<file path="config.mk">
export PLATFORM = sky130hd
export DESIGN_NAME = cont_s_updown_mod
export DESIGN_NICKNAME = d
export VERILOG_FILES = /design/src/rtl/cont_pkg.sv /design/src/rtl/cont_next_val.sv /design/src/rtl/cont_s_updown_mod.sv
export SDC_FILE = /design/constraint.sdc
export NUM_CORES = 1
export LEC_CHECK = 0
export BUFFER_PORTS_ARGS = -buffer_cell sky130_fd_sc_hd__buf_4
export CELL_PAD_IN_SITES_DETAIL_PLACEMENT = 0
export CELL_PAD_IN_SITES_GLOBAL_PLACEMENT = 1
export CORE_UTILIZATION = 36
export DETAILED_ROUTE_END_ITERATION = 8
export PLACE_DENSITY = 0.85
export SLEW_MARGIN = 10
export SYNTH_ARGS = -nofsm -noshare
export SYNTH_HDL_FRONTEND = slang
export SYNTH_SLANG_ARGS = --single-unit
</file>
<file path="constraint.sdc">
create_clock -name clock -period 2.18 [get_ports clock]
set_input_delay 0.436 -clock clock [delete_from_list [all_inputs] [get_ports clock]]
set_output_delay 0.436 -clock clock [all_outputs]
set_load 0.02 [all_outputs]
</file>
<file path="src/rtl/cont_pkg.sv">
// Shared definitions for the modulo-N up/down counter family.
//   DIR_UP / DIR_DOWN : encoding of the run-time direction input
//   BCD_WIDTH / BCD_MODULUS : preset for one decimal digit
//   cnt_width() : bits needed to hold MODULUS-1
package cont_pkg;

  localparam logic DIR_UP   = 1'b1;
  localparam logic DIR_DOWN = 1'b0;

  localparam int BCD_WIDTH   = 4;
  localparam int BCD_MODULUS = 10;

  // Width of the largest count value (MODULUS-1), at least one bit.
  function automatic int cnt_width(input int modulus);
    if (modulus <= 2) return 1;
    return $clog2(modulus);
  endfunction

endpackage

</file>
<file path="src/rtl/cont_next_val.sv">
// Combinational step logic for one counter stage.
//   result_i   : current count
//   up_i       : direction (DIR_UP / DIR_DOWN)
//   next_o     : value after one enabled step
//   terminal_o : count sits at the end of range for the current direction
module cont_next_val
  import cont_pkg::*;
#(
  parameter int WIDTH   = BCD_WIDTH,
  parameter int MODULUS = BCD_MODULUS
) (
  input  logic [WIDTH-1:0] result_i,
  input  logic             up_i,
  output logic [WIDTH-1:0] next_o,
  output logic             terminal_o
);

  localparam logic [WIDTH-1:0] MAX_VAL = WIDTH'(MODULUS - 1);
  localparam logic [WIDTH-1:0] ONE     = WIDTH'(1);

  always_comb begin
    next_o     = result_i;
    terminal_o = 1'b0;
    if (up_i == DIR_UP) begin
      terminal_o = (result_i == MAX_VAL);
      // >= also recovers a forced out-of-range value back to 0
      if (result_i >= MAX_VAL) next_o = '0;
      else                     next_o = result_i + ONE;
    end else begin
      terminal_o = (result_i == '0);
      if (result_i == '0 || result_i > MAX_VAL) next_o = MAX_VAL;
      else                                      next_o = result_i - ONE;
    end
  end

endmodule

</file>
<file path="src/rtl/cont_s_updown_mod.sv">
// Synchronous modulo-N up/down counter with load, enable and cascade outputs.
//   clock      : single clock, posedge
//   clear      : synchronous active-low reset
//   enable     : advance one step this cycle
//   up         : 1 = increment, 0 = decrement
//   load       : parallel load strobe (beats enable)
//   load_value : value to load, clamped to MODULUS-1 when out of range
//   result     : registered count
//   terminal   : count at end of range for current direction
//   carry_out  : enable for the next cascaded stage
//   wrapped    : pulse, counter wrapped on the previous edge
//   load_error : pulse, previous load was clamped
module cont_s_updown_mod
  import cont_pkg::*;
#(
  parameter int WIDTH       = BCD_WIDTH,
  parameter int MODULUS     = BCD_MODULUS,
  parameter int RESET_VALUE = 0
) (
  input  logic             clock,
  input  logic             clear,
  input  logic             enable,
  input  logic             up,
  input  logic             load,
  input  logic [WIDTH-1:0] load_value,
  output logic [WIDTH-1:0] result,
  output logic             terminal,
  output logic             carry_out,
  output logic             wrapped,
  output logic             load_error
);

  if (MODULUS < 2) begin : g_bad_mod_low
    $error("cont_s_updown_mod: MODULUS must be at least 2");
  end
  // Compared through the bit width so large WIDTH values cannot overflow 2**WIDTH
  if (cnt_width(MODULUS) > WIDTH) begin : g_bad_mod_high
    $error("cont_s_updown_mod: MODULUS exceeds 2**WIDTH");
  end
  if (RESET_VALUE < 0 || RESET_VALUE >= MODULUS) begin : g_bad_rst
    $error("cont_s_updown_mod: RESET_VALUE must be below MODULUS");
  end

  localparam logic [WIDTH-1:0] MAX_VAL = WIDTH'(MODULUS - 1);
  localparam logic [WIDTH-1:0] RST_VAL = WIDTH'(RESET_VALUE);
  // One extra bit so MODULUS == 2**WIDTH is representable in the range check
  localparam logic [WIDTH:0]   MOD_EXT = (WIDTH+1)'(MODULUS);

  logic [WIDTH-1:0] result_q, result_d;
  logic             wrapped_q, wrapped_d;
  logic             load_error_q, load_error_d;
  logic [WIDTH-1:0] step_val;
  logic             step_term;
  logic             load_ok;

  cont_next_val #(
    .WIDTH   (WIDTH),
    .MODULUS (MODULUS)
  ) u_next (
    .result_i   (result_q),
    .up_i       (up),
    .next_o     (step_val),
    .terminal_o (step_term)
  );

  assign load_ok = ({1'b0, load_value} < MOD_EXT);

  always_comb begin
    result_d     = result_q;
    wrapped_d    = 1'b0;
    load_error_d = 1'b0;
    if (load) begin
      if (load_ok) begin
        result_d = load_value;
      end else begin
        result_d     = MAX_VAL;
        load_error_d = 1'b1;
      end
    end else if (enable) begin
      result_d  = step_val;
      wrapped_d = step_term;
    end
  end

  always_ff @(posedge clock) begin
    if (!clear) begin
      result_q     <= RST_VAL;
      wrapped_q    <= 1'b0;
      load_error_q <= 1'b0;
    end else begin
      result_q     <= result_d;
      wrapped_q    <= wrapped_d;
      load_error_q <= load_error_d;
    end
  end

  assign result     = result_q;
  assign terminal   = step_term;
  assign carry_out  = enable & step_term & ~load & clear;
  assign wrapped    = wrapped_q;
  assign load_error = load_error_q;

endmodule

</file>
* Word level (Yosys, flattened, before mapping) *
Index checks and enable logic that the tools add are counted.

word-level totals
  bits in latches = 0
  bits in writable memories = 0
  word-level logic and storage cells = 28
  input port bits = 9
  register bits after elaboration = 6
  ROM bits = 0
  memories kept = 0
  output and inout port bits = 8

operators by class
  reduce and logical (&&, ||, !) cells = 5
  equal/unequal tests = 1
  order comparisons = 3
  multiply operators = 0
  divide/modulo/power cells = 0
  bitwise logic cells = 6
  mux-type cells = 8
  shifts and indexed selects = 0
  add/sub/neg operators = 2

operators with widths
  operator               number
  $mux W4                6
  $add A4 B1 Y4 const B  1
  $eq A4 B4 Y1 const B   1
  $ge A4 B4 Y1 const B   1
  $gt A4 B4 Y1 const B   1
  $logic_not A4 Y1       1
  $lt A4 B4 Y1 const B   1
  $sub A4 B1 Y4 const B  1
  $and A1 B1 Y1          3
  $not A1 Y1             3
  $reduce_or A3 Y1       1
  $mux W1                2
  $reduce_and A2 Y1      1
  $reduce_bool A2 Y1     1
  $logic_or A1 B1 Y1     1

* Depth between registers and ports, before layout *
  depth in word-level cells = 6
  depth in mapped cells = 6
  depth with buffers taken out = 6

* Cells and area by module *
Synthesis repeated with hierarchy kept, for this count alone.

unflattened totals
  cell total of the unflattened synthesis = 66
  area total of the unflattened synthesis = 541.8 µm²

by module, submodules not included
  module             cells each  instances  sequential area each (µm²)  area each (µm²)
  cont_s_updown_mod  29          1          120.1                       284.0
  cont_next_val      37          1          0.0                         257.7

* Worst setup path after synthesis *
OpenSTA, ideal clock, no wires.

  kind = flip-flop to output port
  start = register result_q[0] (netlist: result[0])
  end = output carry_out
  data required time = 1.744 ns
  arrival = 1.635 ns
  buffers on the path = 0
  stages on the path, launching flop included = 7
  path slack = 0.109 ns
  cell sequence = dfxtp_1 inv_1 ha_1 nor3b_1 a31oi_1 nor2_1 and4_1

between the ends
  word-level cells in the longest chain between the ends = 5
  elaborated cells on any way between the ends = 6
  classes of those cells = eq/ne (1); mux (1); bitwise (3); reduce/logical (1)

RTL lines
  element                                           RTL line                                  text
  start: declaration                                cont_s_updown_mod.sv:49                   logic [WIDTH-1:0] result_q, result_d;
  start signal: assignment                          cont_s_updown_mod.sv:91                   result_q <= result_d;
  $eq A4 B4 Y1 or $logic_not A4 Y1 (tied branches)  cont_next_val.sv:25, cont_next_val.sv:30
  $mux W1 (*)                                       cont_next_val.sv:24                       if (up_i == DIR_UP) begin
  net terminal                                      cont_s_updown_mod.sv:27                   output logic terminal,
  $and A1 B1 Y1 (*) (3 in a row)                    cont_s_updown_mod.sv:99                   assign carry_out = enable & step_term & ~load & clear;
  end: declaration                                  cont_s_updown_mod.sv:28                   output logic carry_out,

Mark *: on every way through the listed nets, which the timed path passes. The rest lies on a longest branch.

* Worst setup path in the final report *
  start = register result_q[0] (netlist: result[0])
  end = output carry_out

between the ends
  word-level cells in the longest chain between the ends = 5
  elaborated cells on any way between the ends = 6
  classes of those cells = eq/ne (1); mux (1); bitwise (3); reduce/logical (1)

RTL lines
  element                                           RTL line
  $eq A4 B4 Y1 or $logic_not A4 Y1 (tied branches)  cont_next_val.sv:25, cont_next_val.sv:30
  $mux W1 (*)                                       cont_next_val.sv:24
  $and A1 B1 Y1 (*) (3 in a row)                    cont_s_updown_mod.sv:99

Mark *: on every way between the ends. The rest lies on a longest branch, timed or not.

==> metrics <==
Synth Area per Inst=7.49 sq um; CTS tree=built; crit path max fanout=7; clock tree buffer depth=2; number of antenna violations at the first check in global routing=0; Critical Path Start Type=register; clock latency on the worst-skew pair=240 ps; final core occ=52.6%; row count=13; Post-synth EDFFs=0; initial DRC count=16; Clock Skew=1.11 ps; Die Area=1700 sq um; Slew HR=67.8%; Required @ worst endpoint=1740 ps; ys async rst share=0%; hpwl dp=1010 um; Final Cycle Share=93.0%; proportion of layout cells with a drive suffix above 1=30.0%; RD Place Congestion=0.806; Worst-path clk slew=40 ps; DRT Pass-1 Iters=4; max-cap violations=0; TNS Setup=0 ps; synth top area cells=dfxtp_1 (22%), ha_1 (9.0%), a21oi_1 (7.2%); antenna viol nets, final=0; CP arrival=1590 ps; largest net degree at the start of global routing=17; H-tree depth=1; sequential share of the synthesized area=21.7%; I/O Buffers=16; Setup violations, final=0; clock period minus worst slack=2030 ps; vias in the first global route=502; Fillers=139; GR Overflow Total=0; Hold-fix buffers, CTS=0; initial core utilization=40.6%; count of different cell masters after synthesis=32; number of hold violations in the final report=0; YS warnings=0; Worst VDD drop=0.252 mV; hold crit path type=in2reg; Cell Area, Synth=554 sq um; Worst-Margin Slew=482 ps; number of buffers created by CTS=3; clk sink count=6; Post-synth top flop=dfxtp_1; fin area=718 sq um; Post-Syn Nets=87; nature of the critical path endpoint=output pin; Die Wd=41.2 um; max-slew violation count=0; final net count=105; critical path class=reg2out; RSZ-0062 raised after global routing=false; Synth area leader=dfxtp_1; core area=1370 sq um; placed instance area=666 sq um; Post-Route WL=1360 um; first-pass GRT wire length=2100 um; cells after synthesis=74; status=complete, no violations; pwr dens=540 nW/um^2; top-area cell type share of the netlist area=21.7%; Vias/cell=5.50; Max Clock Freq=493 MHz; Tot GR Track Use=19.2%; antenna fix cells=0; root buf cell=clkbuf_4; Area Growth Syn to Fin=29.6%; I/O pins=17; Synth Register Bits=6; Leak Pwr=0.304 nW; routed len/inst=13.0 um; DR DRC count=0; Vias=577; DIE HEIGHT=41.2 um; most common library cells after synthesis=a21oi_1 (8), o21ai_0 (8), dfxtp_1 (6), nand2_1 (6), inv_1 (5)
-- stage by stage --
stage                     hold WS [ps]  std cells  setup slack (ps)  power [W]
after floorplan                    552         74               109   0.000233
after global placement             652        101               264   0.000278
after detailed placement           655        101               216   0.000278
after CTS                          460        104              29.1   0.000383
after global routing               464        105              17.6   0.000418
final                              465        105               152   0.000388
-- area by class of cell --
cell class              instances  area, sq um  share of cell area, %
repair buffers                 17          128                   17.8
inverters                       5         18.8                   2.61
multi-input cells              59          405                   56.4
flip-flops and latches          6          125                   17.4
well taps                      15         18.8                   2.61
clock buffers                   3         22.5                   3.14
-- critical path: stages (launching register included) --
cell and delay [ps]:
dfxtp_4 360, inv_2 100, ha_4 150, nor3b_2 140
a31oi_1 50, nor2_1 190, and4_1 210, buf_4 140
-- placed cells by master, fill, tap and decap left out, drive strengths merged, types with 2 or more instances in the layout --
cell,instances
a2111oi,2
a21oi,8
a31oi,2
and4,3
buf,17
clkbuf,3
dfxtp,6
ha,4
inv,5
nand2,6
nand2b,4
nor2,4
nor2b,2
nor3b,2
o21ai,9
-- what timing repair did --
item                       4_1_cts  5_1_grt
pin swaps                        0        2
setup endpoints to repair        1        1
gates resized for setup          1        7
setup buffers                    0        1
-- sequential cells by signal (all words and copies together), names as in the netlist --
name	cells
load_error	1
result	4
wrapped	1
-- power by group --
group	switching (W)	internal [W]
combinational	0.0000794	0.0000719
clock	0.0000385	0.0000622
sequential	0.0000170	0.000119
-- kinds of logic after synthesis --
kind of cell | Yosys count | share of synthesized area, %
and+or+nand+nor | 27 | 29.3
adders and majority gates | 4 | 9.03
AOI/OAI and AO/OA | 27 | 29.8
muxes | 1 | 1.81
buffers and inverters | 9 | 8.35
DFF | 6 | 21.7
-- worst paths after layout --
kind,start,end,slack [ps],depth (start not counted)
max,result[0]$_SDFFE_PN0P_,carry_out,150,7
min,clear,result[3]$_SDFFE_PN0P_,460,3
max reg2reg,result[0]$_SDFFE_PN0P_,result[3]$_SDFFE_PN0P_,560,6
min reg2reg,result[1]$_SDFFE_PN0P_,result[1]$_SDFFE_PN0P_,630,2
-- metal layers --
metal  global-route usage [%]  up-vias  wire, um
li1                         -      309         -
met1                     25.5      253       660
met2                     29.7       13       646
met3                     1.63        2        45
met4                     11.3        0         7
met5                        0        -         0
Note: power is estimated with default switching activity, not from simulation.
